File: config.mk
export PLATFORM = sky130hd
export DESIGN_NAME = axis_h2c_byte_unpacker_flat
export DESIGN_NICKNAME = d
export VERILOG_FILES = /design/src/rtl/axis_h2c_byte_unpacker_pkg.sv /design/src/rtl/axis_h2c_byte_unpacker_if.sv /design/src/rtl/axis_h2c_byte_unpacker_lowest_set_lane.sv /design/src/rtl/axis_h2c_byte_unpacker.sv /design/src/flat_wrapper.sv
export SDC_FILE = /design/constraint.sdc
export NUM_CORES = 1
export LEC_CHECK = 0
export CAP_MARGIN = 30
export CORE_MARGIN = 2
export CORE_UTILIZATION = 55
export CTS_CLUSTER_DIAMETER = 40
export DETAILED_ROUTE_END_ITERATION = 7
export PLACE_DENSITY = 0.86
export SETUP_SLACK_MARGIN = 0.1
export SYNTH_ARGS = -nofsm -noshare
export SYNTH_HDL_FRONTEND = slang
export SYNTH_SLANG_ARGS = --single-unit
File: constraint.sdc
create_clock -name AXI_clock -period 9.7 [get_ports AXI_clock]
set_clock_uncertainty 0.05 [all_clocks]
set_input_delay 0.97 -clock AXI_clock [delete_from_list [all_inputs] [get_ports AXI_clock]]
set_output_delay 0.97 -clock AXI_clock [all_outputs]
set_load 0.005 [all_outputs]
File: src/rtl/axis_h2c_byte_unpacker_pkg.sv
// Shared types and helpers for the H2C byte unpacker and the C2H byte packer.
package h2c_unpack_pkg;

  localparam int BYTE_WIDTH     = 8;
  localparam int H2C_DATA_WIDTH = 64;
  localparam int H2C_KEEP_WIDTH = H2C_DATA_WIDTH / BYTE_WIDTH;
  localparam int LANE_IDX_WIDTH = (H2C_KEEP_WIDTH > 1) ? $clog2(H2C_KEEP_WIDTH) : 1;

  // Widest lane mask the helper below accepts (512-bit beats).
  localparam int MAX_LANES = 64;

  typedef logic [H2C_KEEP_WIDTH-1:0] lane_mask_t;
  typedef logic [LANE_IDX_WIDTH-1:0] lane_idx_t;

  // True when at most one bit of the mask is set (x & (x-1) clears the lowest bit).
  function automatic logic onehot_or_zero(input logic [MAX_LANES-1:0] mask);
    return (mask & (mask - 1'b1)) == '0;
  endfunction

endpackage

File: src/rtl/axis_h2c_byte_unpacker_if.sv
// Stream bundle around the H2C byte unpacker: the wide H2C beat stream in,
// the one-byte stream out.
//
// Handshake: on every stream a transfer happens on a rising clock edge where
// tvalid and tready are both high. A source holding tvalid high keeps its
// payload stable until that transfer; tvalid never waits on tready, while
// tready is allowed to depend on tvalid.
interface axis_h2c_byte_unpacker_if #(
  parameter int DATA_WIDTH = 64,
  parameter int KEEP_WIDTH = DATA_WIDTH / 8
);

  logic [DATA_WIDTH-1:0] AXIS_H2C_tdata;
  logic [KEEP_WIDTH-1:0] AXIS_H2C_tkeep;
  logic                  AXIS_H2C_tlast;
  logic                  AXIS_H2C_tvalid;
  logic                  AXIS_H2C_tready;

  logic [7:0]            BYTE_tdata;
  logic                  BYTE_tlast;
  logic                  BYTE_tvalid;
  logic                  BYTE_tready;

  // Unpacker side: sinks the H2C beats, sources the byte stream.
  modport slave (
    input  AXIS_H2C_tdata, AXIS_H2C_tkeep, AXIS_H2C_tlast, AXIS_H2C_tvalid,
    output AXIS_H2C_tready,
    output BYTE_tdata, BYTE_tlast, BYTE_tvalid,
    input  BYTE_tready
  );

  // Environment side: DMA channel feeding beats, compute logic taking bytes.
  modport master (
    output AXIS_H2C_tdata, AXIS_H2C_tkeep, AXIS_H2C_tlast, AXIS_H2C_tvalid,
    input  AXIS_H2C_tready,
    input  BYTE_tdata, BYTE_tlast, BYTE_tvalid,
    output BYTE_tready
  );

endinterface

File: src/rtl/axis_h2c_byte_unpacker_lowest_set_lane.sv
// Combinational priority encoder: index of the lowest set bit of a lane mask.
// Returns 0 for an all-zero mask; callers qualify with their own empty test.
module lowest_set_lane #(
  parameter int WIDTH     = 8,
  parameter int IDX_WIDTH = (WIDTH > 1) ? $clog2(WIDTH) : 1
) (
  input  logic [WIDTH-1:0]     mask,
  output logic [IDX_WIDTH-1:0] idx
);

  // Scan from the top down so the lowest set bit is the last one to win.
  always_comb begin
    idx = '0;
    for (int i = WIDTH - 1; i >= 0; i--) begin
      if (mask[i]) begin
        idx = IDX_WIDTH'(i);
      end
    end
  end

endmodule

File: src/rtl/axis_h2c_byte_unpacker.sv
// H2C byte unpacker: takes wide AXI4-Stream beats from the host-to-card DMA
// channel and replays the kept lanes one byte per cycle, lowest lane first.
// A beat sits in a holding register; a lane mask tracks which bytes are still
// owed downstream. The next beat is taken on the same cycle as the final byte
// leaves, so back-to-back beats stream with no bubble.
module axis_h2c_byte_unpacker
  import h2c_unpack_pkg::*;
#(
  parameter int DATA_WIDTH  = H2C_DATA_WIDTH,
  parameter int COUNT_WIDTH = 32
) (
  input  logic                   AXI_clock,
  input  logic                   AXI_reset,
  axis_h2c_byte_unpacker_if.slave bus,
  output logic [COUNT_WIDTH-1:0] STAT_byte_count,
  output logic                   ERR_lost_last
);

  localparam int KEEP_WIDTH = DATA_WIDTH / BYTE_WIDTH;
  localparam int IDX_WIDTH  = (KEEP_WIDTH > 1) ? $clog2(KEEP_WIDTH) : 1;

  // Holding register: the current beat and the lanes not yet emitted.
  logic [DATA_WIDTH-1:0] hold_data;
  logic [KEEP_WIDTH-1:0] hold_mask;
  logic                  hold_last;

  logic [IDX_WIDTH-1:0]  lane_idx;
  logic [KEEP_WIDTH-1:0] mask_after_byte;
  logic [7:0]            byte_sel;
  logic                  empty;
  logic                  single_lane;
  logic                  byte_fire;
  logic                  beat_fire;
  logic                  in_ready;

  lowest_set_lane #(
    .WIDTH     (KEEP_WIDTH),
    .IDX_WIDTH (IDX_WIDTH)
  ) u_lowest_set_lane (
    .mask (hold_mask),
    .idx  (lane_idx)
  );

  assign empty       = (hold_mask == '0);
  assign single_lane = !empty && onehot_or_zero(MAX_LANES'(hold_mask));

  // Select the byte of the lowest pending lane.
  always_comb begin
    byte_sel = '0;
    for (int i = 0; i < KEEP_WIDTH; i++) begin
      if (lane_idx == IDX_WIDTH'(i)) begin
        byte_sel = hold_data[i*BYTE_WIDTH +: BYTE_WIDTH];
      end
    end
  end

  // Retire the lane being handed off this cycle.
  always_comb begin
    mask_after_byte           = hold_mask;
    mask_after_byte[lane_idx] = 1'b0;
  end

  // Outputs depend only on registered state; tready also sees reset and the
  // downstream ready so the refill lands on the final byte's cycle.
  assign byte_fire = !empty && bus.BYTE_tready;
  assign in_ready  = !AXI_reset && (empty || (byte_fire && single_lane));
  assign beat_fire = bus.AXIS_H2C_tvalid && in_ready;

  assign bus.AXIS_H2C_tready = in_ready;
  assign bus.BYTE_tvalid     = !empty;
  assign bus.BYTE_tdata      = byte_sel;
  assign bus.BYTE_tlast      = hold_last && single_lane;

  // Holding register: a new beat overrides the final-byte clear.
  always_ff @(posedge AXI_clock or posedge AXI_reset) begin
    if (AXI_reset) begin
      hold_data <= '0;
      hold_mask <= '0;
      hold_last <= 1'b0;
    end else if (beat_fire) begin
      hold_data <= bus.AXIS_H2C_tdata;
      hold_mask <= bus.AXIS_H2C_tkeep;
      hold_last <= bus.AXIS_H2C_tlast;
    end else if (byte_fire) begin
      hold_mask <= mask_after_byte;
    end
  end

  // Running count of bytes handed downstream; wraps naturally.
  always_ff @(posedge AXI_clock or posedge AXI_reset) begin
    if (AXI_reset) begin
      STAT_byte_count <= '0;
    end else if (byte_fire) begin
      STAT_byte_count <= STAT_byte_count + COUNT_WIDTH'(1);
    end
  end

  // One-cycle flag when a packet end arrives on a beat with no bytes to carry it.
  always_ff @(posedge AXI_clock or posedge AXI_reset) begin
    if (AXI_reset) begin
      ERR_lost_last <= 1'b0;
    end else begin
      ERR_lost_last <= beat_fire && bus.AXIS_H2C_tlast && (bus.AXIS_H2C_tkeep == '0);
    end
  end

endmodule
File: src/flat_wrapper.sv
// flat-port wrapper written by rule: the top's interface ports become plain ports
module axis_h2c_byte_unpacker_flat import h2c_unpack_pkg::*;
#(
  parameter int DATA_WIDTH  = H2C_DATA_WIDTH,
  parameter int COUNT_WIDTH = 32
)
  (AXI_clock, AXI_reset, STAT_byte_count, ERR_lost_last, bus_AXIS_H2C_tdata, bus_AXIS_H2C_tkeep, bus_AXIS_H2C_tlast, bus_AXIS_H2C_tvalid, bus_AXIS_H2C_tready, bus_BYTE_tdata, bus_BYTE_tlast, bus_BYTE_tvalid, bus_BYTE_tready);
  axis_h2c_byte_unpacker_if #(.DATA_WIDTH(DATA_WIDTH)) bus_i ();
  input  logic AXI_clock;
  input  logic AXI_reset;
  output logic [COUNT_WIDTH-1:0] STAT_byte_count;
  output logic ERR_lost_last;
  input wire logic [$bits(bus_i.AXIS_H2C_tdata)-1:0] bus_AXIS_H2C_tdata;
  input wire logic [$bits(bus_i.AXIS_H2C_tkeep)-1:0] bus_AXIS_H2C_tkeep;
  input wire logic [$bits(bus_i.AXIS_H2C_tlast)-1:0] bus_AXIS_H2C_tlast;
  input wire logic [$bits(bus_i.AXIS_H2C_tvalid)-1:0] bus_AXIS_H2C_tvalid;
  output wire logic [$bits(bus_i.AXIS_H2C_tready)-1:0] bus_AXIS_H2C_tready;
  output wire logic [$bits(bus_i.BYTE_tdata)-1:0] bus_BYTE_tdata;
  output wire logic [$bits(bus_i.BYTE_tlast)-1:0] bus_BYTE_tlast;
  output wire logic [$bits(bus_i.BYTE_tvalid)-1:0] bus_BYTE_tvalid;
  input wire logic [$bits(bus_i.BYTE_tready)-1:0] bus_BYTE_tready;
  assign bus_i.AXIS_H2C_tdata = bus_AXIS_H2C_tdata;
  assign bus_i.AXIS_H2C_tkeep = bus_AXIS_H2C_tkeep;
  assign bus_i.AXIS_H2C_tlast = bus_AXIS_H2C_tlast;
  assign bus_i.AXIS_H2C_tvalid = bus_AXIS_H2C_tvalid;
  assign bus_AXIS_H2C_tready = bus_i.AXIS_H2C_tready;
  assign bus_BYTE_tdata = bus_i.BYTE_tdata;
  assign bus_BYTE_tlast = bus_i.BYTE_tlast;
  assign bus_BYTE_tvalid = bus_i.BYTE_tvalid;
  assign bus_i.BYTE_tready = bus_BYTE_tready;
  axis_h2c_byte_unpacker #(.DATA_WIDTH(DATA_WIDTH), .COUNT_WIDTH(COUNT_WIDTH)) u_core (.AXI_clock(AXI_clock), .AXI_reset(AXI_reset), .bus(bus_i), .STAT_byte_count(STAT_byte_count), .ERR_lost_last(ERR_lost_last));
endmodule
==> flow_summary.yaml, run 1 <==
finish:
  commonest_cells_after_routing_fill_and_taps_aside: "clkdlybuf4s50_1 (120), dfrtp_1 (106), mux2_4 (51)"
  antenna-diode-count: 0
  fraction_of_final_layout_cells_sized_beyond_drive_strength_1_pct: 21.6
  post-route-util_pct: 71.4
  mostFrequentLayoutCell: "clkdlybuf4s50_1"
  syn_to_final_growth_pct: 26.4
  num-nets-final: 634
sta:
  final_hold_slack_ps: 444
  setup_total_negative_slack_ps: 0
  max_freq_ghz: 0.225
  final_min_period_over_clock_period_pct: 45.8
  relSlewSlack_pct: 37.2
  tightest_slew_ps: 933
  drv_slew: 0
  rsz_0062_raised_after_global_routing: "false"
  post-route-min-period_ps: 4440
  timing_hold_violations_final: 0
  setup-violations-final: 0
synth:
  synth.distinct_cells: 45
  synth-warning-count: 0
  synth_async_sr_flop_share_pct: 100
  synth_simple_gate_area_share_pct: 12.2
  combinational_family_with_the_most_area_after_synthesis: "multiplexers"
  postSynthNetCount: 529
  synth_enable_flop_cells: 0
  seq_area_frac_synth_pct: 48.0
  post_synthesis_share_of_cell_area_spent_on_full_adders_half_adders_and_majority_gates_pct: 0.226
  synth_compound_area_share_pct: 12.6
  syn_inst: 451
  synthesis.area_per_instance_um2: 12.3
  main_flop_type_after_synthesis: "dfrtp_1"
  post_synth_xor_area_fraction_pct: 5.07
  synth_area_um2: 5530
  ys_seq_elements: 106
  synth.area.mux_share_pct: 18.5
floorplanning:
  height_of_the_die_um: 104
  placementRows: 36
  die_width_um: 104
  core_region_area_um2: 9770
  floorplan.initialDensity_pct: 56.5
  pin_count: 121
  design.die.area_um2: 10900
route:
  via_per_inst: 5.82
  remaining_design_rule_violation_count: 2
  overall_via_count_from_detail_route: 4025
  route.antenna.remaining_nets: 0
  drt-wirelength-per-cell_um: 19.0
  drt-initial-drc-count: 354
  detail_route.wirelength_um: 13200
  drt_pass1_iterations: 8
power_and_ir_drop:
  power.switching_w: 0.000887
  p_per_area_nw_per_um2: 350
  post-layout-total-power_w: 0.00245
  comb_power_share_pct: 56.1
  seqPwrFrac_pct: 32.1
  power.share.clock_pct: 11.8
  ir_worst_vdd_mv: 0.215
  power.share.switching_pct: 36.3
  cell_internal_pwr_w: 0.00156
  p_leak_nw: 2.91
critical_path:
  maximum_fanout_count_along_the_critical_path: 19
  critPathLaunchType: "flip-flop"
  worst-endpoint-required_ps: 8680
  worst-setup-path-type: "reg -> out"
  cp.arrival_ps: 3420
  worstSetupEndpointType: "output port"
placed_design:
  gpl_congestion: 0.910
  place.port_buffers: 120
  hpwl_after_dpl_um: 9750
clock_tree:
  cts_inserted_buffers: 9
  postCtsSetupBuffers: 0
  worstSkewPairLatency_ps: 360
  clockRootBuffer: "clkbuf_8"
  clock_sink_count: 106
  hold_buffers: 0
  maximum_root_to_sink_buffer_count: 2
  postCtsResizedCells: 0
  clk_pin_slew_ps: 90
  cts_tree: "done"
  cts-htree-levels: 3
run:
  drv.max_cap_violation_count: 0
global_route:
  grt_max_degree: 44
  grt_antenna_before_repair: 0
  global_route_wire_length_before_repair_um: 21200
  grtUsageTotal_pct: 25.0
  first_global_vias: 3969
  remaining_overflow_grt: 0
worst_hold_path:
  hold_path.class: "reg -> reg"
run_status:
  violated_checks: "design-rule violations"
  outcome: "complete, but fails checks"
## per-layer routing
layer | part of all wire, % | global-route usage [%] | up-vias
li1 | - | - | 1871
met1 | 43 | 34.8 | 1974
met2 | 49 | 39.2 | 154
met3 | 6.5 | 6.02 | 26
met4 | 2.1 | 7.24 | 0
met5 | 0 | 0 | -
## through the flow
| step | instances | setup WS [ps] | instance area, µm² |
|---|---|---|---|
| after global placement | 675 | 5390 | 6740 |
| after CTS | 691 | 4780 | 6980 |
| after floorplan | 451 | 5890 | 5530 |
| after detailed placement | 677 | 5220 | 6770 |
| after global routing | 692 | 4980 | 6980 |
| final | 692 | 5260 | 6980 |
## logic make-up after synthesis
logic type | after synthesis
muxes | 74
and+or+nand+nor | 117
buffers and inverters | 33
xor gates and xnor gates | 32
AOI/OAI and AO/OA | 88
DFF | 106
adders and majority gates | 1
## final timing paths
path	from	endpoint	slack, ps	cells after the start
setup reg to reg	u_core.hold_mask[0]	u_core.hold_data[53]	6350	6
min in group asynchronous	AXI_reset	u_core.STAT_byte_count[10]	910	2
hold reg to reg	u_core.STAT_byte_count[31]	u_core.STAT_byte_count[31]	440	1
setup / recovery	u_core.hold_mask[2]	bus_BYTE_tdata[6]	5260	7
max in group asynchronous	AXI_reset	u_core.hold_data[33]	7620	4
hold / removal	u_core.STAT_byte_count[31]	u_core.STAT_byte_count[31]	440	1
## state kept, by name (all words and copies together), names as in the netlist
name and count:
u_core.hold_mask 8, u_core.hold_last 1, u_core.STAT_byte_count 32, u_core.ERR_lost_last 1, u_core.hold_data 64
## cell type report
cell class	count	area [µm²]
Sequential cell	106	2650
Timing Repair Buffer	125	1250
Clock inverter	3	65.1
Fill cell	711	2790
Clock buffer	11	141
Multi-Input combinational cell	312	2700
Inverter	2	10.0
Tap cell	133	166
## cells in the mapped netlist (2+ instances only)
| master | count | area, µm² |
|---|---|---|
| dfrtp_1 | 106 | 2650 |
| mux2_4 | 51 | 766 |
| xnor2_1 | 26 | 228 |
| mux2_2 | 23 | 259 |
| nand2_1 | 23 | 86.3 |
| and2_1 | 21 | 131 |
| clkbuf_1 | 18 | 67.6 |
| nand3_1 | 18 | 90.1 |
| o211ai_1 | 16 | 120 |
| o21ai_0 | 13 | 65.1 |
| a21oi_1 | 11 | 55.1 |
| and3_1 | 10 | 62.6 |
| nand2b_1 | 9 | 56.3 |
| a222oi_1 | 8 | 80.1 |
| buf_6 | 8 | 90.1 |
| o21ba_2 | 8 | 80.1 |
| o221a_2 | 8 | 90.1 |
| o221ai_1 | 8 | 70.1 |
| and4_1 | 7 | 61.3 |
| nor3_1 | 6 | 30.0 |
| xor2_1 | 6 | 52.6 |
| a22o_1 | 5 | 43.8 |
| nand4_1 | 5 | 31.3 |
| nor2_1 | 5 | 18.8 |
| buf_2 | 4 | 20.0 |
| a21bo_2 | 3 | 30.0 |
| nor2b_1 | 3 | 18.8 |
| inv_1 | 2 | 7.51 |
| nor4_1 | 2 | 12.5 |
| o21ai_1 | 2 | 10.0 |
| o21ai_2 | 2 | 17.5 |
## worst max-delay path, cell delays in order (launching register included)
cell and delay (ps):
dfrtp_1 710, nor2b_1 100, o21bai_1 390, buf_4 270, nand2_1 430, mux2_2 460, o221a_2 230, clkdlybuf4s50_1 450
## power by group through the flow
stage | Clock, W | Sequential [W] | Combinational (W)
2_1_floorplan | 0 | 0.000692 | 0.00102
3_3_place_gp | 0 | 0.000777 | 0.00130
3_5_place_dp | 0 | 0.000786 | 0.00135
4_1_cts | 0.000293 | 0.000781 | 0.00136
5_1_grt | 0.000313 | 0.000805 | 0.00147
6_report | 0.000289 | 0.000786 | 0.00137
Note: power is estimated with default switching activity, not from simulation.
==> inputs of run 2 (changes only) <==
--- a/config.mk
+++ b/config.mk
@@ -7,10 +7,10 @@
 export LEC_CHECK = 0
 export CAP_MARGIN = 30
 export CORE_MARGIN = 2
-export CORE_UTILIZATION = 55
+export CORE_UTILIZATION = 51
 export CTS_CLUSTER_DIAMETER = 40
 export DETAILED_ROUTE_END_ITERATION = 7
-export PLACE_DENSITY = 0.86
+export PLACE_DENSITY = 0.8
 export SETUP_SLACK_MARGIN = 0.1
 export SYNTH_ARGS = -nofsm -noshare
 export SYNTH_HDL_FRONTEND = slang
==> constraint.sdc (replaced) <==
create_clock -name AXI_clock -period 4.1 [get_ports AXI_clock]
set_clock_uncertainty 0.05 [all_clocks]
set_input_delay 0.41 -clock AXI_clock [delete_from_list [all_inputs] [get_ports AXI_clock]]
set_output_delay 0.41 -clock AXI_clock [all_outputs]
set_load 0.005 [all_outputs]
==> flow_summary.yaml, run 2 (same netlist as run 1, synthesis figures left out) <==
sta:
  relSlewSlack_pct: 27.8
  drv_slew: 0
  setup_total_negative_slack_ps: 0
  max_freq_ghz: 0.262
  rsz_0062_raised_after_global_routing: "false"
  timing_hold_violations_final: 0
  final_min_period_over_clock_period_pct: 93.1
  setup-violations-final: 0
  timing.final.ws_setup_ps: 283
  post-route-min-period_ps: 3820
  tightest_slew_ps: 1080
global_route:
  grt_max_degree: 72
  grtUsageTotal_pct: 22.9
  global_route_wire_length_before_repair_um: 20800
  first_global_vias: 3951
  remaining_overflow_grt: 0
  grt_antenna_before_repair: 0
route:
  via_per_inst: 5.72
  detail_route.wirelength_um: 12800
  overall_via_count_from_detail_route: 4007
  drt-initial-drc-count: 369
  drt-wirelength-per-cell_um: 18.2
  route.antenna.remaining_nets: 0
  remaining_design_rule_violation_count: 0
  drt_pass1_iterations: 8
critical_path:
  worst-endpoint-required_ps: 3640
  worst-setup-path-type: "reg -> out"
  rr_startpoint: "u_core.hold_mask[0]"
  maximum_fanout_count_along_the_critical_path: 19
  cp.arrival_ps: 3360
  crit_path_start: "u_core.hold_mask[7]"
  critPathLaunchType: "flip-flop"
  worstSetupEndpointType: "output port"
clock_tree:
  clk_pin_slew_ps: 100
  cts_inserted_buffers: 9
  maximum_root_to_sink_buffer_count: 2
  clockRootBuffer: "clkbuf_8"
  worstSkewPairLatency_ps: 370
  cts_tree: "done"
  postCtsResizedCells: 0
  cts-htree-levels: 3
  postCtsSetupBuffers: 0
  hold_buffers: 0
  clock_sink_count: 106
placed_design:
  dpl_cell_area_um2: 6790
  gpl_congestion: 0.857
  hpwl_after_dpl_um: 9400
  pre_cts_slack_ps: 727
  place.port_buffers: 120
floorplanning:
  height_of_the_die_um: 108
  die_width_um: 108
  placementRows: 38
  core_region_area_um2: 10700
  design.die.area_um2: 11700
  pin_count: 121
  floorplan.initialDensity_pct: 51.7
power_and_ir_drop:
  post-layout-total-power_w: 0.00582
  p_per_area_nw_per_um2: 830
  p_leak_nw: 2.91
  ir_worst_vdd_mv: 0.476
finish:
  antenna-diode-count: 0
  commonest_cells_after_routing_fill_and_taps_aside: "clkdlybuf4s50_1 (120), dfrtp_1 (106), mux2_4 (51)"
  largest-register: "u_core.hold_data"
  max_reg_flops: 64
  syn_to_final_growth_pct: 26.9
  fraction_of_final_layout_cells_sized_beyond_drive_strength_1_pct: 21.9
  biggestRegsByFlops: "u_core.hold_data x64, u_core.STAT_byte_count x32, u_core.hold_mask x8"
  num-nets-final: 634
  final_area_um2: 7010
  mostFrequentLayoutCell: "clkdlybuf4s50_1"
run_status:
  outcome: "complete, no violations"
worst_hold_path:
  hold_path_origin: "u_core.STAT_byte_count[31]"
  hold_path.class: "reg -> reg"
run:
  drv.max_cap_violation_count: 0
-- run 2: cell types whose count changed in the layout (fill, tap and decap cells not counted) --
cell	change
clkinvlp_4	+1
inv_6	+2
clkinv_2	-1
-- run 2: worst paths after layout --
| check | slack (ps) | cells past startpoint | end |
|---|---|---|---|
| max in group asynchronous | 2620 | 3 | u_core.hold_data[12] |
| worst max register to register | 1060 | 6 | u_core.hold_data[55] |
| worst min register to register | 430 | 1 | u_core.STAT_byte_count[31] |
| worst min-delay path | 430 | 1 | u_core.STAT_byte_count[31] |
| min in group asynchronous | 590 | 2 | u_core.hold_data[62] |
| worst max-delay path | 280 | 6 | bus_BYTE_tdata[5] |
-- run 2: report_power, final --
part	switching (W)	total [W]	internal (W)
logic	0.00134	0.00324	0.00190
clock network	0.000359	0.000725	0.000366
registers	0.000409	0.00185	0.00144
-- run 2: final cells by class --
class,count,area (µm²)
well taps,140,175
repair buffers,125,1250
flip-flops and latches,106,2650
clock buffers,11,141
fillers,815,3690
clock inverters,5,85.1
multi-input cells,312,2700
inverters,2,10.0
-- run 2: critical path, cell delays in order, from the launching register on --
cell and delay, ps:
dfrtp_1 480, nor2b_1 180, o21ai_2 550, nand2_1 610
mux2_2 460, o221a_2 250, clkdlybuf4s50_1 460
-- run 2: layer usage --
metal | share of wire, % | up-vias | track usage [%] | routed length (µm)
li1 | - | 1871 | - | -
met1 | 48 | 1984 | 33.7 | 6090
met2 | 45 | 131 | 34.1 | 5820
met3 | 5.0 | 21 | 3.98 | 639
met4 | 1.9 | 0 | 8.24 | 240
met5 | 0 | - | 0 | 0
-- run 2: stage by stage --
step                      utilization (%)  cells  hold slack, ps
after floorplan                         -    451             418
after global placement               63.4    685             415
after detailed placement             63.4    685             415
after CTS                            65.5    701             433
after global routing                 65.5    701             463
final                                65.5    701             429
